[src/rtl/space_invaders_pkg.sv]
// space_invaders_pkg: shared screen-coordinate and rocket-speed types
package space_invaders_pkg;
  typedef logic signed [10:0] coord_t;
  typedef logic signed [8:0] speed_t;
  localparam int FIXED_POINT_MULTIPLIER = 64;
endpackage

[src/rtl/rocket_slot_allocator.sv]
// rocket_slot_allocator: picks the lowest-index free rocket slot and flags whether any is free
module rocket_slot_allocator #(
  parameter int N = 4,
  localparam int SW = (N > 1) ? $clog2(N) : 1
) (
  input  logic [N-1:0]  active,
  output logic [SW-1:0] slot,
  output logic          any_free
);
  always_comb begin
    slot = '0;
    for (int i = N - 1; i >= 0; i--) slot = !active[i] ? SW'(i) : slot;
  end
  assign any_free = ~&active;
endmodule

[src/rtl/rocket_launch_manager.sv]
// rocket_launch_manager: fire-request FSM, rocket slot pool and frame-based launch cooldown.
// Build option AUTO_FIRE_EN: fire on button level (repeats each cooldown) instead of rising edge.
module rocket_launch_manager
  import space_invaders_pkg::*;
#(
  parameter int NUM_ROCKETS     = 4,
  parameter int ROCKET_SPEED    = -256,
  parameter int X_OFFSET        = 14,
  parameter int Y_OFFSET        = -12,
  parameter int COOLDOWN_FRAMES = 8,
  localparam int SW = (NUM_ROCKETS > 1) ? $clog2(NUM_ROCKETS) : 1,
  localparam int CW = $clog2(NUM_ROCKETS + 1),
  localparam int DW = $clog2(COOLDOWN_FRAMES + 1)
) (
  input  logic                   clk,
  input  logic                   resetN,
  input  logic                   startOfFrame,
  input  logic                   fireButton,
  input  coord_t                 shipX,
  input  coord_t                 shipY,
  input  logic [NUM_ROCKETS-1:0] reachedBorder,
  input  logic [NUM_ROCKETS-1:0] rocketHit,
  output logic [NUM_ROCKETS-1:0] isActive,
  output coord_t                 initialX,
  output coord_t                 initialY,
  output speed_t                 initialSpeed,
  output logic                   fireAccepted,
  output logic [CW-1:0]          rocketsInFlight
);
  typedef enum logic [1:0] {IDLE, ARM, LAUNCH, COOLDOWN} state_t;
  state_t state, state_nx;
  logic [SW-1:0] free_slot, launch_slot;
  logic any_free, fire_trig;
  logic [NUM_ROCKETS-1:0] mask, retire, launch_bit, active_nx;
  logic [DW-1:0] cooldown;
  logic [CW-1:0] count_nx;
  rocket_slot_allocator #(.N(NUM_ROCKETS)) u_alloc (
    .active(isActive),
    .slot(free_slot),
    .any_free(any_free)
  );
`ifdef AUTO_FIRE_EN
  assign fire_trig = fireButton;
`else
  logic fire_prev;
  always_ff @(posedge clk or negedge resetN)
    if (!resetN) fire_prev <= 1'b0;
    else fire_prev <= fireButton;
  assign fire_trig = fireButton & ~fire_prev;
`endif
  always_comb begin
    state_nx = state;
    case (state)
      IDLE:     state_nx = (fire_trig && cooldown == '0 && any_free) ? ARM : IDLE;
      ARM:      state_nx = LAUNCH;
      LAUNCH:   state_nx = COOLDOWN;
      COOLDOWN: state_nx = (cooldown == '0) ? IDLE : COOLDOWN;
      default:  state_nx = IDLE;
    endcase
  end
  // A freshly launched slot ignores reachedBorder for one clk: its controller position is still stale
  always_comb begin
    launch_bit = (state == LAUNCH) ? NUM_ROCKETS'(1) << launch_slot : '0;
    retire = isActive & (rocketHit | (reachedBorder & ~mask));
    active_nx = (isActive & ~retire) | launch_bit;
    count_nx = '0;
    for (int i = 0; i < NUM_ROCKETS; i++) count_nx = count_nx + CW'(active_nx[i]);
  end
  always_ff @(posedge clk or negedge resetN)
    if (!resetN) state <= IDLE;
    else state <= state_nx;
  always_ff @(posedge clk or negedge resetN)
    if (!resetN) begin
      isActive        <= '0;
      mask            <= '0;
      launch_slot     <= '0;
      initialX        <= '0;
      initialY        <= '0;
      initialSpeed    <= '0;
      fireAccepted    <= 1'b0;
      rocketsInFlight <= '0;
      cooldown        <= '0;
    end else begin
      isActive        <= active_nx;
      mask            <= launch_bit;
      fireAccepted    <= state == LAUNCH;
      rocketsInFlight <= count_nx;
      cooldown        <= (state == LAUNCH) ? DW'(COOLDOWN_FRAMES) :
                         (state == COOLDOWN && startOfFrame && cooldown != '0) ? cooldown - DW'(1) : cooldown;
      if (state == ARM) begin
        launch_slot  <= free_slot;
        initialX     <= shipX + coord_t'(X_OFFSET);
        initialY     <= shipY + coord_t'(Y_OFFSET);
        initialSpeed <= speed_t'(ROCKET_SPEED);
      end
    end
endmodule

[config.mk]
export PLATFORM = sky130hd
export DESIGN_NAME = rocket_launch_manager
export DESIGN_NICKNAME = d
export VERILOG_FILES = /design/src/rtl/space_invaders_pkg.sv /design/src/rtl/rocket_slot_allocator.sv /design/src/rtl/rocket_launch_manager.sv
export SDC_FILE = /design/constraint.sdc
export NUM_CORES = 1
export LEC_CHECK = 0
export CAP_MARGIN = 20
export CORE_ASPECT_RATIO = 1.4
export CORE_UTILIZATION = 48
export CTS_CLUSTER_SIZE = 16
export DETAILED_ROUTE_END_ITERATION = 10
export PLACE_DENSITY = 0.87
export SYNTH_ARGS = -nofsm -noshare
export SYNTH_HDL_FRONTEND = slang
export SYNTH_HIERARCHICAL = 1
export SYNTH_SLANG_ARGS = --single-unit
[constraint.sdc]
create_clock -name clk -period 7 [get_ports clk]
set_clock_uncertainty 0.2 [all_clocks]
set_input_delay 1.4 -clock clk [delete_from_list [all_inputs] [get_ports clk]]
set_output_delay 1.4 -clock clk [all_outputs]
set_load 0.005 [all_outputs]
==> results.txt <==
----------------------------------------------------
[Outcome]
  Outcome ... complete, but fails checks
  Failing checks ... design-rule violations

[Synth]
  Netlist area before placement ... about 2100 um2
  Number of synthesized flops with an enable pin ... 0
  Yosys reg bits ... 44
  Synth Flop Type ... sky130_fd_sc_hd__dfrtp_1
  Leading post-synthesis cells by instance count ... sky130_fd_sc_hd__dfrtp_1 (44), sky130_fd_sc_hd__nand2_1 (34), sky130_fd_sc_hd__o21ai_0 (15)
  Per-instance average area after synthesis ... 9.768 um2
  Leading area contributor after synthesis ... sky130_fd_sc_hd__dfrtp_1
  Ys async rst share ... 100.0%
  Distinct cell type count of the synthesized netlist ... 37
  Number of warnings issued by yosys ... 6
  Syn Inst Count ... 212
  Part of the Yosys area used for sequential elements ... 53.17%
  Area fraction of the dominant cell type after synthesis ... between 50% and 60%
  Most used standard cell by instance count after synthesis ... sky130_fd_sc_hd__dfrtp_1
  Biggest area contributors in the synthesized netlist ... sky130_fd_sc_hd__dfrtp_1 (53%), sky130_fd_sc_hd__nand2_1 (6.2%), sky130_fd_sc_hd__o21ai_0 (3.6%), sky130_fd_sc_hd__a31oi_1 (3.0%), sky130_fd_sc_hd__ha_1 (3.0%)

[Worst setup path]
  Reg-to-Reg End ... rocketsInFlight[1]
  Most common cell type on the critical path ... sky130_fd_sc_hd__ha_1
  Startpoint of the worst register-to-register path ... state[0]
  Highest fanout seen on the critical path ... 2
  Cell family with most CP delay ... adder cells
  Number of cells traversed by the worst register-to-register path ... 7
  CP Cell Sequence ... clkdlybuf4s50_1, nand2b_1, a31o_2, fa_1, ha_1, ha_1
  R2R Setup Slk ... ~4.5 ns
  Data arrival, critical path ... 3.13 ns
  Critical Path Slowest Stage Cell ... sky130_fd_sc_hd__fa_1
  Maximum single-stage delay on the critical path ... between 0.4 and 0.5 ns
  Critical Path RT ... 6.97 ns
  Total buffers and inverters traversed by the critical path ... 1
  Category of the critical setup timing path ... in -> reg
  Critical path capture point type ... register
  Element type at the critical path start ... primary input

[Floorplan]
  Area enclosed by the die boundary ... around 4600 um2
  Count of pins on the block boundary ... 73
  Effective utilization at floorplan ... approximately 50%
  # rows ... 27
  Die Height ... roughly 80 um
  Core Footprint ... 4020 um2
  Die Width ... about 58 um

[GRT]
  Maximum number of pins on one net before global-route repair ... 45
  Wire length of the first global-routing pass ... roughly 7200 um
  Global-route usage over all layers ... 21.05%
  Via count of the first global-routing pass ... about 1600
  Grt total ovfl ... 0
  Number of antenna violations at the first check in global routing ... 0

[Flow run]
  Maximum Capacitance Violations ... 0

[Hold path]
  Type of the worst min-delay path ... reg -> reg
  Hold Path Cell Cnt ... 1
  Worst min-delay path endpoint ... initialSpeed[8]
  Startpoint of the tightest hold check path ... initialSpeed[8]

[Clocking]
  Clock buffer depth ... 2
  Master cell of the clock root buffer ... sky130_fd_sc_hd__clkbuf_8
  Clock latency on the worst-skew pair ... 0.29 ns
  Post-CTS Setup Bufs ... 0
  CTS Sinks ... between 40 and 50
  H-tree levels ... 2
  Hold-fix buffers, CTS ... 0
  Number of clock buffers inserted by TritonCTS ... 5
  CTS tree ... yes
  Clock transition time at the flip-flop clock pins of the worst setup and hold paths ... 0.07 ns
  Number of instances resized during post-cts repair ... 0

[Place]
  Buffers added on ports ... 64
  Final Wtd Congestion ... between 0.8 and 0.9
  Pre-CTS worst setup slack ... ~3.5 ns
  Placed wire-length estimate ... 3312 um

[Final layout]
  Area Growth Syn to Fin ... 35.65%
  Antenna diodes ... 0
  Final nets ... ~320
  Fraction of layout cells with a size suffix above 1 ... 5.435%

[STA]
  Worst-margin pin slew ... a little over 1 ns
  Final setup viols ... 0
  Relative slew slack ... 30.42%
  Final count of hold timing violations ... 0
  RSZ-0062 raised after global routing ... no
  Portion of the clock cycle consumed by the worst path in the final layout ... a little under half
  Count of pins over their slew limit ... 0
  Setup total negative slack ... 0 ns
  Tmin final ... between 3 and 4 ns
  Least setup slack across all paths after layout ... between 3 and 4 ns
  Max Clk Rate ... between 0.3 and 0.4 GHz

[Detailed routing]
  Routed wirelength normalized by instance count ... 13.62 um
  Number of detailed-routing iterations run before antenna repair ... 7
  Number of vias in the routed layout ... between 1500 and 2000
  Initial DRC count ... 57
  Residual antenna-violating net count after detailed routing ... 0
  DRC violation count after routing ... 4
  Total Routed Length ... about 4300 um
  Routed vias/inst ... 5.345

[Power]
  Leakage component of the power ... approximately 0.0013 uW
  Power per cell area ... approximately 170 nW/um2
  Maximum resistive drop on vdd ... around 110 uV

----------------------------------------------------
==> metal layers <==
metal	track usage (%)	up-vias	share of wire (%)
met1	22.27	784	38
met4	12.20	0	4.1
met2	36.51	61	52
met3	6.159	16	6.4
met5	0	-	0
li1	-	844	-
==> worst max-delay path by stage <==
stage / startpoint / end / slack, ns / cells after the start
floorplan: reachedBorder[0] / rocketsInFlight[1] / 4.08 / 5
global placement: reachedBorder[0] / rocketsInFlight[1] / 3.56 / 6
detailed placement: reachedBorder[0] / rocketsInFlight[1] / 3.54 / 6
CTS: reachedBorder[0] / rocketsInFlight[1] / 3.86 / 6
global route: reachedBorder[3] / rocketsInFlight[1] / 3.82 / 6
finish: reachedBorder[0] / rocketsInFlight[1] / 3.85 / 6
==> worst register-to-register path: cells and delay by family, from the launching register on <==
| kind | cells | cell delay (ns) |
|---|---|---|
| compound gates | 1 | 0.24 |
| fa+ha+maj | 3 | 0.92 |
| buf+inv | 1 | 0.14 |
| flops | 1 | 0.41 |
| simple gates | 2 | 0.46 |
==> cells in the final DEF (no fill, tap or decap), types with 3 or more instances in the layout <==
master and n:
sky130_fd_sc_hd__a31o_2 3, sky130_fd_sc_hd__xnor2_1 3, sky130_fd_sc_hd__or4_1 5, sky130_fd_sc_hd__dfrtp_1 44
sky130_fd_sc_hd__nor2_1 10, sky130_fd_sc_hd__ha_1 5, sky130_fd_sc_hd__o21ai_0 15, sky130_fd_sc_hd__or3_1 8
sky130_fd_sc_hd__and3_1 3, sky130_fd_sc_hd__nand2b_1 8, sky130_fd_sc_hd__clkbuf_8 5, sky130_fd_sc_hd__clkdlybuf4s50_1 63
sky130_fd_sc_hd__conb_1 8, sky130_fd_sc_hd__nand3_1 5, sky130_fd_sc_hd__nand4_1 3, sky130_fd_sc_hd__inv_1 11
sky130_fd_sc_hd__a31oi_1 10, sky130_fd_sc_hd__a21oi_1 4, sky130_fd_sc_hd__nor3_1 4, sky130_fd_sc_hd__nand2_1 34
==> kinds of logic after synthesis <==
logic type / share of synthesized area [%]
compound gates: 13.17
mux: 0.4834
buf+inv: 6.223
simple gates: 21.09
flops: 53.17
other cells: 0.1811
xor+xnor: 1.692
fa+ha+maj: 3.988
==> where the power goes <==
part | internal, uW | switching (uW) | total (uW)
sequential | 254 | 0.0737 | 254
combinational | 21.3 | 17.7 | 39.0
clock | 106 | 79.6 | 185
total | 381 | 97.4 | 479
==> area by class of cell <==
cell class | instances | area [um2]
Clock buffer | 6 | 72.57
Multi-Input combinational cell | 149 | 869.6
Clock inverter | 2 | 35.03
Sequential cell | 44 | 1101
Tap cell | 43 | 53.80
Inverter | 11 | 41.29
Timing Repair Buffer | 64 | 635.6
Fill cell | 319 | 1211
==> registers in the layout (all words and copies together) (netlist names) <==
| register | count |
|---|---|
| cooldown | 4 |
| rocketsInFlight | 3 |
| fire_prev | 1 |
| state | 2 |
| launch_slot | 2 |
| mask | 4 |
| fireAccepted | 1 |
| initialSpeed | 1 |
| initialX | 11 |
| initialY | 11 |
| isActive | 4 |
==> metrics by stage <==
| stage | area [um2] | power, uW | hold slack [ns] | std cells | util, % |
|---|---|---|---|---|---|
| 2_1_floorplan | 2097 | 273.3 | 0.2590 | 219 | - |
| 3_5_place_dp | 2701 | 298.8 | 0.2575 | 311 | 67.20 |
| 4_1_cts | 2809 | 485.0 | 0.2771 | 319 | 69.87 |
| 5_1_grt | 2809 | 502.9 | 0.2994 | 319 | 69.87 |
| 6_report | 2809 | 478.8 | 0.2747 | 319 | 69.87 |
| 3_3_place_gp | 2701 | 297.7 | 0.2527 | 311 | 67.20 |
Note: power is estimated with default switching activity, not from simulation.
